`src/rtl/noc_pkg.sv`:
```
// Shared NoC definitions: flit encoding, port indices, link credit depth and
// the allocator state encoding.
package noc_pkg;

  localparam int FLIT_W    = 16;
  localparam int NUM_PORTS = 5;

  localparam int PORT_N = 0;
  localparam int PORT_S = 1;
  localparam int PORT_E = 2;
  localparam int PORT_W = 3;
  localparam int PORT_L = 4;

  localparam int CREDITS = 5;

  // Flit type lives in the two MSBs of every flit.
  typedef enum logic [1:0] {
    FLIT_BODY   = 2'b00,
    FLIT_HEAD   = 2'b01,
    FLIT_TAIL   = 2'b10,
    FLIT_SINGLE = 2'b11
  } flit_type_e;

  typedef enum logic {
    ST_IDLE   = 1'b0,
    ST_LOCKED = 1'b1
  } arb_state_e;

  function automatic flit_type_e flit_type(input logic [FLIT_W-1:0] flit);
    return flit_type_e'(flit[FLIT_W-1 -: 2]);
  endfunction

endpackage

```
`src/rtl/noc_rr_arbiter.sv`:
```
// Combinational round-robin picker: grants the first requester found when
// searching upward from ptr, wrapping modulo N. Output is one-hot or zero.
module noc_rr_arbiter #(
  parameter int N = 5
) (
  input  logic [N-1:0]         req,
  input  logic [$clog2(N)-1:0] ptr,
  output logic [N-1:0]         gnt
);

  logic found;
  int   idx;

  // Scan N positions starting at ptr; the first set request wins.
  always_comb begin
    // NOTE: every variable gets a default before any branch so no latch is inferred.
    gnt   = '0;
    found = 1'b0;
    idx   = 0;
    for (int k = 0; k < N; k++) begin
      idx = (int'(ptr) + k) % N;
      if (!found && req[idx]) begin
        gnt[idx] = 1'b1;
        found    = 1'b1;
      end
    end
  end

endmodule

```
`src/rtl/noc_output_arbiter.sv`:
```
// Wormhole output allocator for one router direction: grants whole packets in
// round-robin order, gates every flit on downstream credits and registers the
// granted flit onto the link.
module noc_output_arbiter #(
  parameter int NUM_IN  = noc_pkg::NUM_PORTS,
  parameter int FLIT_W  = noc_pkg::FLIT_W,
  parameter int CREDITS = noc_pkg::CREDITS
) (
  input  logic                         clk,
  input  logic                         rst,
  input  logic [NUM_IN-1:0]            req_i,
  input  logic [NUM_IN*FLIT_W-1:0]     flit_i,
  output logic [NUM_IN-1:0]            grant_o,
  input  logic                         inc_credit_i,
  output logic [FLIT_W-1:0]            data_o,
  output logic                         send_data,
  output logic [$clog2(CREDITS+1)-1:0] credit_cnt_o,
  output logic                         err_o
);

  import noc_pkg::*;

  localparam int PW = $clog2(NUM_IN);
  localparam int CW = $clog2(CREDITS + 1);

  arb_state_e        state_q, state_d;
  logic [PW-1:0]     owner_q, owner_d;
  logic [PW-1:0]     rr_ptr_q, rr_ptr_d;
  logic [CW-1:0]     credit_q, credit_d;
  logic [FLIT_W-1:0] data_q, data_d;
  logic              send_q, send_d;
  logic              err_q, err_d;

  flit_type_e        ftype [NUM_IN];
  logic [NUM_IN-1:0] head_req;
  logic [NUM_IN-1:0] rr_gnt;
  logic [NUM_IN-1:0] grant;
  logic [PW-1:0]     sel_idx;
  logic              has_credit;
  logic              granted;
  logic              proto_err;
  logic              credit_err;

  // Decode each input's flit type; only HEAD/SINGLE may open a packet.
  for (genvar i = 0; i < NUM_IN; i++) begin : g_type
    assign ftype[i]    = flit_type_e'(flit_i[i*FLIT_W + FLIT_W - 2 +: 2]);
    assign head_req[i] = req_i[i] && (ftype[i] == FLIT_HEAD || ftype[i] == FLIT_SINGLE);
  end

  noc_rr_arbiter #(.N(NUM_IN)) u_rr (
    .req (head_req),
    .ptr (rr_ptr_q),
    .gnt (rr_gnt)
  );

  assign has_credit = (credit_q != '0);

  // Packet-lock FSM: pick a new packet owner when idle, follow the owner when locked.
  always_comb begin
    state_d   = state_q;
    owner_d   = owner_q;
    rr_ptr_d  = rr_ptr_q;
    grant     = '0;
    sel_idx   = owner_q;
    proto_err = 1'b0;
    case (state_q)
      ST_IDLE: begin
        for (int i = 0; i < NUM_IN; i++) begin
          if (rr_gnt[i]) sel_idx = PW'(i);
          if (req_i[i] && !head_req[i]) proto_err = 1'b1;
        end
        if (has_credit && (rr_gnt != '0)) begin
          grant    = rr_gnt;
          rr_ptr_d = (sel_idx == PW'(NUM_IN - 1)) ? '0 : sel_idx + 1'b1;
          if (ftype[sel_idx] == FLIT_HEAD) begin
            state_d = ST_LOCKED;
            owner_d = sel_idx;
          end
        end
      end
      ST_LOCKED: begin
        if (req_i[owner_q]) begin
          if (ftype[owner_q] == FLIT_HEAD || ftype[owner_q] == FLIT_SINGLE) begin
            proto_err = 1'b1;
          end else if (has_credit) begin
            grant[owner_q] = 1'b1;
            if (ftype[owner_q] == FLIT_TAIL) state_d = ST_IDLE;
          end
        end
      end
      default: state_d = ST_IDLE;
    endcase
    if (rst) grant = '0;
  end

  assign grant_o = grant;
  assign granted = |grant;

  // Credit bookkeeping, link register next values and sticky error accumulation.
  always_comb begin
    credit_d   = credit_q;
    credit_err = 1'b0;
    send_d     = granted;
    data_d     = data_q;
    if (granted) data_d = flit_i[sel_idx*FLIT_W +: FLIT_W];
    case ({granted, inc_credit_i})
      2'b10: credit_d = credit_q - 1'b1;
      2'b01: begin
        if (credit_q == CW'(CREDITS)) credit_err = 1'b1;
        else                          credit_d   = credit_q + 1'b1;
      end
      default: credit_d = credit_q;
    endcase
    err_d = err_q | proto_err | credit_err;
  end

  // State registers with synchronous reset; a reset mid-packet drops the lock.
  always_ff @(posedge clk) begin
    // NOTE: sequential state uses non-blocking assignments so all flops update together.
    if (rst) begin
      state_q  <= ST_IDLE;
      owner_q  <= '0;
      rr_ptr_q <= '0;
      credit_q <= CW'(CREDITS);
      data_q   <= '0;
      send_q   <= 1'b0;
      err_q    <= 1'b0;
    end else begin
      state_q  <= state_d;
      owner_q  <= owner_d;
      rr_ptr_q <= rr_ptr_d;
      credit_q <= credit_d;
      data_q   <= data_d;
      send_q   <= send_d;
      err_q    <= err_d;
    end
  end

  assign data_o       = data_q;
  assign send_data    = send_q;
  assign credit_cnt_o = credit_q;
  assign err_o        = err_q;

endmodule

```
`config.mk`:
```
export PLATFORM = sky130hd
export DESIGN_NAME = noc_output_arbiter
export DESIGN_NICKNAME = d
export VERILOG_FILES = /design/src/rtl/noc_pkg.sv /design/src/rtl/noc_rr_arbiter.sv /design/src/rtl/noc_output_arbiter.sv
export SDC_FILE = /design/constraint.sdc
export NUM_CORES = 1
export LEC_CHECK = 0
export BUFFER_PORTS_ARGS = -buffer_cell sky130_fd_sc_hd__buf_2
export CORE_MARGIN = 1.5
export CORE_UTILIZATION = 57
export CTS_CLUSTER_DIAMETER = 60
export DETAILED_ROUTE_END_ITERATION = 12
export PLACE_DENSITY = 0.84
export SLEW_MARGIN = 40
export SYNTH_ARGS = -nofsm -noshare
export SYNTH_HDL_FRONTEND = slang
export SYNTH_SLANG_ARGS = --single-unit
export TNS_END_PERCENT = 100
```
`constraint.sdc`:
```
create_clock -name clk -period 12.25 [get_ports clk]
set_input_delay 0.6125 -clock clk [delete_from_list [all_inputs] [get_ports clk]]
set_output_delay 0.6125 -clock clk [all_outputs]
set_load 0.01 [all_outputs]
```
# Word-level counts from Yosys, hierarchy flattened
# Cells that the tools add are included.
# op_classes
add_sub_neg	7
div	5
order_cmp	14
eq_ne	19
shifts	1
n_mux	77
bitwise	9
n_reduce_logical	43
# op_table
operator	count
>= comparator 32 x 1 -> 1 bit, second input constant	5
< comparator 32 x 5 -> 1 bit, second input constant	5
modulo 32 x 4 -> 32 bit, second input constant	4
indexed part select 80 x 8 -> 16 bit	1
2-to-1 mux 5 bit	10
2-to-1 mux 1 bit	36
modulo 4 x 4 -> 32 bit, second input constant	1
2-to-1 mux 3 bit	9
logical AND 1 bit	21
OR 5 bit	4
binary-select mux 1 bit (select 3 bit)	6
demux 1 bit (select 3 bit)	6
equality test 2 x 1 -> 1 bit, second input constant	8
equality test 2 bit, second input constant	8
binary-select mux 2 bit (select 3 bit)	2
case mux 5 bit (2 select lines)	1
logical NOT 1 bit	9
adder 3 x 2 -> 4 bit, second input constant	2
>= comparator 4 bit, second input constant	2
2-to-1 mux 2 bit	4
inverter 3 -> 4 bit	2
adder 3 x 1 -> 3 bit, second input constant	2
equality test 3 bit, second input constant	2
logical OR 1 bit	6
16 further kinds	19
# totals
reg_bits	28
input_bits	88
wordCells	182

# Logic depth before layout (Yosys ltp)
# Gate-level depths: netlist of run 1.
# logic_depth
word_depth	33
ltp_mapped	30
depth_no_buf	24

# Hierarchy
# Synthesis of run 1 repeated with hierarchy kept, for this count alone.
# hier_totals
cells_unflattened	655
hier_area_um2	5012.3
# modules_own_cells
module	n_inst	cells_each	area_each_um2
noc_output_arbiter	1	323	2548.7
noc_rr_arbiter	1	332	2463.6

# Worst setup path after synthesis of run 1
# No wires, ideal clock.
# synth_timing
kind	flip-flop to flip-flop
from	register rr_ptr_q[0]
to	register credit_q[2] (netlist: credit_cnt_o[2])
setup_time_ns	0.072
t_arrival_ns	6.426
setup_slack_ns	5.752
stages_incl_launch_ff	30
path_buffers	7
synth_period_minus_slack_ns	6.498
cell_sequence	dfxtp_1 inv_2 clkbuf_1 clkbuf_1 ha_1 inv_1 ha_1 clkbuf_1 inv_1 ha_1 nor3_4 nor3_1 or2_1 buf_2 a2111oi_0 a211oi_1 a31oi_1 nor4_1 nor3_1 clkbuf_1 a21oi_1 o21ai_1 nand4_1 buf_2 buf_1 or2_2 fa_1 and3_1 mux2i_1 mux2i_1
# synth_between
elab_chain_cells	26
# synth_lines
item	line	rtl
from (decl)	noc_output_arbiter.sv:28	logic [PW-1:0] rr_ptr_q, rr_ptr_d;
from (signal assigned)	noc_output_arbiter.sv:131	rr_ptr_q <= rr_ptr_d;
branches (longest 16 deep; another with modulo 32 x 4 -> 32 bit)	--	
2-to-1 mux 5 bit (*)	noc_rr_arbiter.sv:22	if (!found && req[idx]) begin
nonzero test 5 bit	noc_output_arbiter.sv:72	if (has_credit && (rr_gnt != '0)) begin
logical AND 1 bit	noc_output_arbiter.sv:72	
2-to-1 mux 5 bit (*)	noc_output_arbiter.sv:72	
case mux 5 bit (2 select lines) (*)	noc_output_arbiter.sv:66	case (state_q)
2-to-1 mux 5 bit (*)	noc_output_arbiter.sv:93	if (rst) grant = '0;
OR reduction 5 bit (*)	noc_output_arbiter.sv:97	assign granted = |grant;
equality test 2 x 1 -> 1 bit / equality test 2 bit (equally long branches)	noc_output_arbiter.sv:106	case ({granted, inc_credit_i})
!= test 2 bit (no source line) / nonzero test 2 bit (equally long branches)	--	
AND reduction 2 bit (no source line)	--	
to (signal assigned)	noc_output_arbiter.sv:124	credit_q <= CW'(CREDITS);
to (signal assigned)	noc_output_arbiter.sv:132	credit_q <= credit_d;
to (decl)	noc_output_arbiter.sv:29	logic [CW-1:0] credit_q, credit_d;
# Every way passes the cells marked *. The select of a mux whose other input is x is not followed.
# A chain may end at the register's enable or synchronous reset.

# Worst setup path in the final report of run 1
# Ends and elaborated chain as after synthesis.

==> results of run 1 <==
-- through the flow --
| stage | setup WS, ns | std cells | hold slack, ns | instance area (µm²) |
|---|---|---|---|---|
| 2_1_floorplan | 5.75 | 634 | 0.518 | 4800 |
| 3_3_place_gp | 6.17 | 817 | 0.494 | 5350 |
| 3_5_place_dp | 5.95 | 817 | 0.510 | 5350 |
| 4_1_cts | 5.93 | 821 | 0.530 | 5430 |
| 5_1_grt | 5.45 | 821 | 0.549 | 5430 |
| 6_report | 5.89 | 821 | 0.524 | 5430 |
-- cells by family (layout without fill, tap and decap cells) --
kind of cell,count (synthesis),after routing,share of synthesized area
AOI/OAI and AO/OA,214,214,0.348
xor gates and xnor gates,7,7,0.0128
adders and majority gates,29,29,0.0772
buffers and inverters,91,173,0.0782
DFF,28,28,0.117
muxes,55,55,0.134
and+or+nand+nor,210,210,0.233
-- cell usage in the layout (no fill, tap or decap), types with 7 or more instances in the layout --
master / instances
a32oi_1: 7
inv_1: 44
mux2_4: 12
nor2b_1: 11
a21o_1: 8
a31oi_1: 10
o2bb2ai_1: 14
a21oi_1: 30
dfxtp_1: 28
nor3_1: 14
nor2_1: 44
o211ai_1: 11
nand2_1: 50
o221a_1: 14
and3_1: 7
a211oi_1: 9
buf_2: 113
mux2i_1: 35
or3_1: 7
nand3b_1: 7
o22ai_1: 8
nand2b_1: 9
ha_1: 27
o21ai_0: 31
nand3_1: 22
-- final timing paths --
| path | from | to | slack (ns) |
|---|---|---|---|
| max | rr_ptr_q[0]$_SDFFE_PP0P_ | credit_cnt_o[2]$_SDFFE_PP1P_ | 5.89 |
| min | data_o[15]$_SDFFE_PP0P_ | data_o[15]$_SDFFE_PP0P_ | 0.52 |
| max reg2reg | rr_ptr_q[0]$_SDFFE_PP0P_ | credit_cnt_o[2]$_SDFFE_PP1P_ | 5.89 |
| min reg2reg | data_o[15]$_SDFFE_PP0P_ | data_o[15]$_SDFFE_PP0P_ | 0.52 |
-- critical path, cell delays in order, from the launching register on --
cell,delay [ns]
dfxtp_1,0.33
inv_2,0.40
ha_1,0.53
a21oi_1,0.17
xnor2_1,0.38
inv_1,0.16
ha_1,0.24
a211oi_1,0.41
o22ai_1,0.26
mux2i_1,0.43
a2111oi_0,0.21
and3_1,0.26
and3_1,0.25
a211oi_4,0.44
a21oi_1,0.13
o21ai_1,0.13
nand4_1,0.10
buf_4,0.25
or2_2,0.32
fa_1,0.38
and3_1,0.16
mux2i_1,0.16
mux2i_1,0.18
-- metal layers --
layer	vias up	part of all wire	routed length [µm]
li1	2568	-	-
met1	2502	0.42	6550
met2	299	0.47	7330
met3	49	0.074	1150
met4	0	0.029	453
met5	-	0	0
-- power groups by stage --
stage	Clock (µW)	Sequential (µW)	Combinational, µW
2_1_floorplan	0	154	1340
3_3_place_gp	0	152	1600
3_5_place_dp	0	153	1640
4_1_cts	76.1	152	1650
5_1_grt	79.0	156	1810
6_report	75.3	153	1680
-- sequential cells by signal, summed over array words and instances, names as in the netlist --
name,count
data_o,16
err_o,1
rr_ptr_q,3
send_data,1
owner_q,3
credit_cnt_o,3
state_q,1
-- cell type report --
class	instances	area (µm²)	area share
clock inverter	1	30.0	0.00553
clock buffer	3	41.3	0.00761
timing repair buffer	119	611	0.112
tap	105	131	0.0242
multi-input combinational	515	3870	0.712
inverter	50	188	0.0346
sequential	28	561	0.103
==> key figures, run 1 <==
Run status
  – Status: finished, final reports clean

CTS
  – Hold bufs inserted after CTS: 0
  – CTS resizes: 0
  – Clk buf depth: 2
  – Clk sink count: 28
  – Setup bufs post-CTS: 0
  – Root Buffer: clkbuf_8
  – Clock Latency Late Sink: 0.28 ns
  – CTS clk-pin slew, worst paths: 0.10 ns
  – CTS Buf Count: 3
  – H-tree depth: 1
  – CTS tree: yes

Detailed routing
  – Drt wl/cell: 18.9 µm
  – Via-to-Cell Ratio: 6.60
  – Via count: 5418
  – Pre-antenna DRT Iters: 6
  – Drt initial violations: 484
  – Final ANT Viol Nets: 0
  – WL final: 15.5 mm
  – DRC Markers: 0

Pwr
  – Combinational power share: 0.880
  – Static leakage: 0.00242 µW
  – Power Density: 351 mW/mm²
  – Peak VDD IR: 0.000328 V
  – Net load switching power: 1040 µW
  – Switching Fraction: 0.544
  – Clock share of power: 0.040
  – Seq pwr share: 0.080
  – Total Power Consumption: 1910 µW
  – Internal Power: 870 µW

Layout
  – Layout cell share with drive strength beyond 1: 0.243
  – Nets: 834
  – Final core utilization: 0.664
  – Fillers: 731
  – Area Overhead vs Synth: 13.1%
  – ANT cells: 0

Timing
  – Worst slew pin tran: 0.741 ns
  – Final period util: 0.519
  – Min cycle time layout: 6.36 ns
  – Final setup viols: 0
  – Skew final: 0.00507 ns
  – Hold Fails Final Rpt: 0
  – Rel. slew slack: 0.506
  – Final setup TNS: 0 ns
  – Max Fclk: 0.157 GHz
  – RSZ-0062 raised after global routing: false
  – Final max-slew violation count: 0

Setup path
  – Critical path startpoint category: flip-flop
  – Data required time of the critical path: 12.47 ns
  – CP Capture Type: flip-flop
  – Critical Path AT: 6.59 ns
  – Crit Path Max Fanout: 38
  – Worst-case reg-to-reg path depth: 22
  – Kind of critical path: reg -> reg

Place
  – GPL Wtd Cong: 0.952
  – Dpl hpwl: 12.0 mm
  – Port Buffers: 113

Global route
  – Global-route wire length before repair: 24.0 mm
  – Vias in the first global route: 4954
  – Total track usage: 0.334
  – Met3 Track Usage GR: 0.0395
  – Met2 Track Usage GR: 0.556
  – Gr ovfl total: 0
  – GR peak layer: met2
  – Largest net degree at the start of global routing: 45
  – Antenna violations before repair: 0
  – Met1 Use GR: 0.444

Logic synthesis
  – Post-Syn Area: 0.00480 mm²
  – Number of synthesized flops with an enable pin: 0
  – Yosys cell types: 93
  – Dominant cell type by area after synthesis: dfxtp_1
  – Synth cell count leaders: nand2_1 (50), inv_1 (44), nor2_1 (44)
  – Dominant synthesized flop cell: dfxtp_1
  – Synth Net Count: 751
  – Cells after Synth: 634
  – Synth top area cells: dfxtp_1 (12%), ha_1 (7.3%), mux2i_1 (7.3%)
  – Number of synthesis warnings: 0
  – Synth top area share: 0.117
  – Syn Area/Cell: 7.57 µm²
  – Seq cells post-synth: 28
  – Synth async-reset ratio: 0
  – Top-count cell post-synth: nand2_1
  – Post-synthesis sequential area ratio: 0.117

Hold path
  – Hold depth: 2
  – Hold WC Path Type: reg -> reg

Floorplanning
  – I/O pin count: 114
  – Die Height: 94.8 µm
  – Die Width: 94.8 µm
  – # rows: 33
  – CORE AREA: 0.00818 mm²
  – Die area: 0.00898 mm²
  – Initial core utilization: 0.587

Job
  – Max cap viols: 0
(Power assumes the default switching activity.)
==> run 2, diff against run 1 <==
ABC_AREA = 1   (was default)
CORE_UTILIZATION = 55   (was 57)
PLACE_DENSITY = 0.82   (was 0.84)
clock period = 5.9 ns   (was 12.25 ns; I/O delays follow)
==> run 2 against run 1 <==
  * Via count decreased by 0.98%
  * Core utilization fell by 0.11 points
  * First-iteration DRC count fell by 8.1%
  * Die area shrank 2.9%
  * Worst setup slack got worse by 5.3 ns
  * Final cell count up 19%
  * Sequential share of layout area increased by 0.53 points
  * Critical endpoint is now data_o[6]$_SDFFE_PP0P_
==> key figures, run 2 <==
Global route
  – Gr ovfl total: 0 (unchanged)
  – Antenna violations before repair: 0 (unchanged)
  – Global-route wire length before repair: 22.2 mm (-7.4%)
  – Largest net degree at the start of global routing: 35 (-22%)
  – Vias in the first global route: 5008 (+1.1%)
  – Total track usage: 0.310 (-0.0245)

Floorplanning
  – Die Height: 93.4 µm (-1.4%)
  – # rows: 32 (-3.0%)
  – Die Width: 93.4 µm (-1.4%)
  – Die area: 0.00872 mm² (-2.9%)
  – Initial core utilization: 0.576 (-0.0114)
  – CORE AREA: 0.00781 mm² (-4.5%)
  – I/O pin count: 114 (unchanged)

Layout
  – Nets: 995 (+19%)
  – Most frequent cells in the layout: nand2_1 (223), buf_2 (113), inv_1 (100), nand3_1 (56), nor2_1 (55)
  – Max reg flops: 16 (unchanged)
  – Layout cell share with drive strength beyond 1: 0.253 (+0.0101)
  – Commonest non-fill, non-tap cell in the layout: nand2_1
  – Area Overhead vs Synth: 15.1%
  – ANT cells: 0 (unchanged)
  – Final core utilization: 0.663 (-0.00109)
  – Fillers: 700 (-4.2%)
  – Non-filler cells, final: 979 (+19%)

Detailed routing
  – WL final: 13.4 mm (-14%)
  – Via count: 5365 (-0.98%)
  – Via-to-Cell Ratio: 5.48 (-17%)
  – Drt initial violations: 445 (-8.1%)
  – Pre-antenna DRT Iters: 5 (-1)
  – Final ANT Viol Nets: 0 (unchanged)
  – Drt wl/cell: 13.7 µm (-28%)
  – DRC Markers: 0 (unchanged)

Timing
  – Final setup viols: 0 (unchanged)
  – Worst slew pin tran: 0.715 ns (-0.0256 ns)
  – Max Fclk: 0.187 GHz (+19%)
  – Final period util: 0.904 (+0.385)
  – Final setup TNS: 0 ns (unchanged)
  – Hold Fails Final Rpt: 0 (unchanged)
  – RSZ-0062 raised after global routing: false
  – WHS: 0.292 ns (-0.232 ns)
  – Min cycle time layout: 5.34 ns (-1.03 ns)
  – Final max-slew violation count: 0 (unchanged)
  – Skew final: 0.00860 ns (+0.00353 ns)
  – Rel. slew slack: 0.523 (+0.0172)

CTS
  – Hold bufs inserted after CTS: 0 (unchanged)
  – CTS clk-pin slew, worst paths: 0.11 ns (about the same)
  – Clk buf depth: 2 (unchanged)
  – H-tree depth: 1 (unchanged)
  – CTS Buf Count: 3 (unchanged)
  – Clk sink count: 28 (unchanged)
  – CTS tree: yes
  – Clock Latency Late Sink: 0.28 ns (about the same)
  – Root Buffer: clkbuf_8

Setup path
  – Max stage delay on crit path: 0.49 ns (-0.04 ns)
  – Crit Path Max Fanout: 34 (-11%)
  – Slowest cell on crit path: dfxtp_2
  – Critical path startpoint category: flip-flop
  – Crit-path most repeated cell: nand2_1
  – CP top delay family: simple AND/OR/NAND/NOR gates
  – CP Capture Type: flip-flop
  – Crit path buf inv count: 5 (+2)
  – Data required time of the critical path: 6.08 ns (-6.39 ns)
  – Kind of critical path: reg -> reg
  – Critical Path AT: 5.52 ns (-1.07 ns)

Place
  – DP Cell Count: 975 (+19%)
  – Port Buffers: 113 (unchanged)
  – Dpl hpwl: 10.7 mm (-11%)
  – GPL Wtd Cong: 1.02 (+7.1%)

Logic synthesis
  – Post-synthesis sequential area ratio: 0.125 (+0.00793)
  – Post-Syn Area: 0.00449 mm² (-6.4%)
  – Synth top area share: 0.186 (+0.0695)
  – Dominant cell type by area after synthesis: nand2_1
  – Synth Net Count: 893 (+19%)
  – Seq cells post-synth: 28 (unchanged)
  – Dominant synthesized flop cell: dfxtp_1
  – Synth top area cells: nand2_1 (19%), dfxtp_1 (12%), inv_1 (8.4%)
  – Synth async-reset ratio: 0 (unchanged)
  – Number of synthesis warnings: 0 (unchanged)
  – Syn Area/Cell: 5.79 µm² (-23%)
  – Number of synthesized flops with an enable pin: 0 (unchanged)
  – Yosys cell types: 52 (-44%)
  – Synth cell count leaders: nand2_1 (223), inv_1 (101), nand3_1 (56), nor2_1 (56), a21oi_1 (46)
  – Top-count cell post-synth: nand2_1
  – Cells after Synth: 776 (+22%)

Hold path
  – Hold WC Path Type: in -> reg

Job
  – Max cap viols: 0 (unchanged)

Run status
  – Status: finished, final reports clean
run 2: changes by cell type after synthesis, moves of 16 or more:
cell	before	now
inv_1	44	101
nand2_2	0	19
o21ai_1	3	25
a21oi_2	2	27
clkbuf_1	25	7
nand3_1	22	56
a21oi_1	30	46
nand2_1	50	223
mux2i_1	35	0
run 2: kinds of logic after synthesis:
family                   Yosys count  synth area share
AND/OR/NAND/NOR                  408             0.417
AO/OA/AOI/OAI                    168             0.239
buffers and inverters            140             0.130
adder cells (fa/ha/maj)           29            0.0824
flip-flops                        28             0.125
XOR/XNOR                           3           0.00585
run 2: final timing paths:
path | startpoint | to | slack [ns] | cells after the start
worst max-delay path | rr_ptr_q[1]$_SDFFE_PP0P_ | data_o[6]$_SDFFE_PP0P_ | 0.56 | 29
worst min-delay path | flit_i[75] | data_o[11]$_SDFFE_PP0P_ | 0.29 | 3
worst max register to register | rr_ptr_q[1]$_SDFFE_PP0P_ | data_o[6]$_SDFFE_PP0P_ | 0.56 | 29
worst min register to register | credit_cnt_o[2]$_SDFFE_PP1P_ | credit_cnt_o[2]$_SDFFE_PP1P_ | 0.53 | 2
run 2: per-stage QoR:
stage / worst slack [ns] / cell area (µm²)
finish: 0.564 / 5170
global route: 0.0352 / 5170
CTS: 0.573 / 5160
detailed placement: 0.578 / 5090
global placement: 0.818 / 5090
floorplan: 1.12 / 4490
run 2: worst register-to-register path, delay by kind of cell (launching register included):
kind	cells	cell delay [ns]
adder cells (fa/ha/maj)	2	0.72
AND/OR/NAND/NOR	15	1.64
buffers and inverters	5	0.98
flip-flops	1	0.49
AO/OA/AOI/OAI	7	1.42
run 2: per-layer routing:
metal / share of wire / GRT usage
met4: 0.024 / 0.0947
met2: 0.47 / 0.534
met5: 0 / 0
met3: 0.074 / 0.0415
met1: 0.43 / 0.396
run 2: cell type report:
cell class	count	area [µm²]	area share
sequential	28	562	0.109
clock inverter	1	30.0	0.00580
tap	102	128	0.0247
timing repair buffer	118	603	0.117
inverter	119	458	0.0885
clock buffer	3	41.3	0.00798
multi-input combinational	608	3350	0.648
run 2: timing repair:
item	in CTS	in global routing
hold endpoints to repair	0	0
setup endpoints to repair	0	17
gates resized for setup	0	5
buffers inserted	0	0
Power of run 2 is left out: the tool's default activity adds up to more than one toggle a clock period on the data nets, which glitch-free logic cannot reach.
==> run 3, diff against run 2 <==
CORE_ASPECT_RATIO = 0.5   (was default)
MAX_ROUTING_LAYER = met4   (was default)
==> run 3 against run 2 <==
  * First-iteration DRC count grew 20%
  * Maximum frequency grew 1.5%
  * Highest routed layer unchanged
  * Clock skew shrank 0.0022 ns
==> key figures, run 3 (synthesis gave the netlist of run 2 again) <==
Run status
  – Status: finished, final reports clean

Floorplanning
  – I/O pin count: 114 (unchanged)
  – Initial core utilization: 0.564 (-0.0118)
  – # rows: 23 (-28%)
  – Die Height: 66.9 µm (-28%)
  – Die Width: 131 µm (+40%)
  – Die area: 0.00876 mm² (+0.38%)
  – CORE AREA: 0.00797 mm² (+2.1%)

Setup path
  – Max stage delay on crit path: 0.43 ns (-0.06 ns)
  – Kind of critical path: reg -> reg
  – Critical Path AT: 5.38 ns (-0.14 ns)
  – Slowest cell on crit path: dfxtp_1
  – CP Capture Type: flip-flop
  – Crit-path most repeated cell: nand2_1
  – Data required time of the critical path: 6.03 ns (-0.05 ns)
  – Crit Path Max Fanout: 10 (-71%)
  – Reg2reg setup slack: 0.64 ns (+0.08 ns)
  – Critical path startpoint category: flip-flop

Detailed routing
  – Via-to-Cell Ratio: 5.33 (-2.7%)
  – Drt wl/cell: 13.2 µm (-3.0%)
  – Pre-antenna DRT Iters: 5 (unchanged)
  – Final ANT Viol Nets: 0 (unchanged)
  – Drt initial violations: 533 (+20%)
  – WL final: 13.1 mm (-2.0%)
  – DRC Markers: 0 (unchanged)
  – Via count: 5280 (-1.6%)

Timing
  – Hold Fails Final Rpt: 0 (unchanged)
  – Final max-slew violation count: 0 (unchanged)
  – Final setup viols: 0 (unchanged)
  – Final period util: 0.891 (-0.0133)
  – Rel. slew slack: 0.556 (+0.0330)
  – Skew final: 0.00643 ns (-0.00217 ns)
  – Max Fclk: 0.190 GHz (+1.5%)
  – Min cycle time layout: 5.26 ns (-0.0787 ns)
  – RSZ-0062 raised after global routing: false
  – Worst slew pin tran: 0.666 ns (-0.0494 ns)
  – Setup ws final: 0.643 ns (+0.0787 ns)
  – Final setup TNS: 0 ns (unchanged)

Hold path
  – Hold WC Path Type: in -> reg

Global route
  – Antenna violations before repair: 0 (unchanged)
  – Gr ovfl total: 0 (unchanged)
  – Total track usage: 0.313 (+0.00313)
  – Largest net degree at the start of global routing: 49 (+40%)
  – Global-route wire length before repair: 21.3 mm (-4.2%)
  – Vias in the first global route: 4773 (-4.7%)

CTS
  – Clk sink count: 28 (unchanged)
  – H-tree depth: 1 (unchanged)
  – Setup bufs post-CTS: 0 (unchanged)
  – CTS clk-pin slew, worst paths: 0.07 ns (-0.04 ns)
  – Clock Latency Late Sink: 0.27 ns (about the same)
  – CTS Buf Count: 3 (unchanged)
  – Clk buf depth: 2 (unchanged)
  – CTS tree: yes
  – Root Buffer: clkbuf_16

Place
  – Dpl ws: 0.576 ns (-0.00206 ns)
  – DP Cell Count: 986 (+1.1%)
  – Port Buffers: 113 (unchanged)
  – Dpl hpwl: 10.6 mm (-0.38%)
  – GPL Wtd Cong: 1.02 (about the same)

Layout
  – Fillers: 766 (+9.4%)
  – Area Overhead vs Synth: 16.1%
  – Non-filler cells, final: 990 (+1.1%)
  – Commonest non-fill, non-tap cell in the layout: nand2_1
  – Most frequent cells in the layout: nand2_1 (223), buf_2 (113), inv_1 (100), nand3_1 (56), nor2_1 (56)
  – Layout cell share with drive strength beyond 1: 0.251 (-0.00257)
  – Max reg flops: 16 (unchanged)
  – Nets: 996 (+0.10%)
  – ANT cells: 0 (unchanged)

Job
  – Max cap viols: 0 (unchanged)
==> run 3: changes by cell type in the layout (fill, tap and decap cells not counted) <==
cell,change
clkbuf_16,+3
clkbuf_8,-3
clkinvlp_4,-2
buf_4,+1
clkinv_1,+1
dfxtp_1,+1
dfxtp_2,-1
inv_2,+1
nor2_1,+1
nor2_2,-1
==> run 3: critical path, delay by kind of cell, from the launching register on <==
family                     cells  cell delay, ns
buffers and inverters          5            0.53
DFF                            1            0.43
adders and majority gates      4            1.16
AOI/OAI and AO/OA              1            0.27
and+or+nand+nor               27            2.73
==> run 3: path summary, 6_finish.rpt <==
kind	from	endpoint	cells after the start
min reg2reg	rr_ptr_q[0]$_SDFFE_PP0P_	rr_ptr_q[0]$_SDFFE_PP0P_	2
max reg2reg	rr_ptr_q[1]$_SDFFE_PP0P_	credit_cnt_o[2]$_SDFFE_PP1P_	37
min	rst	state_q$_SDFF_PP0_	2
max	rr_ptr_q[1]$_SDFFE_PP0P_	credit_cnt_o[2]$_SDFFE_PP1P_	37
==> run 3: final cells by class <==
type                    instances  area (µm²)  share of cell area
clock buffers                   3        75.1              0.0144
clock inverters                 1        30.0             0.00576
inverters                     119         450              0.0863
multi-input cells             608        3350               0.642
flip-flops and latches         28         561               0.107
well taps                     112         140              0.0269
repair buffers                119         611               0.117
==> run 3: metrics by stage <==
| step | hold WS (ns) | area (µm²) | utilization |
|---|---|---|---|
| floorplan | 0.490 | 4490 | - |
| global placement | 0.476 | 5110 | 0.641 |
| detailed placement | 0.486 | 5110 | 0.641 |
| CTS | 0.307 | 5220 | 0.654 |
| global route | 0.315 | 5220 | 0.655 |
| finish | 0.308 | 5220 | 0.655 |
==> run 3: layer usage <==
layer / up-vias / GRT usage / part of all wire
met5: - / - / 0
met4: 0 / 0.0810 / 0.022
met3: 26 / 0.0627 / 0.069
met2: 176 / 0.559 / 0.48
met1: 2339 / 0.363 / 0.43
li1: 2739 / - / -
==> run 3: repair_timing <==
item	in CTS	in global routing
endpoints found under the setup margin	0	1
hold buffers	0	0
resized for setup	0	2
Power of run 3 is left out for the same reason.
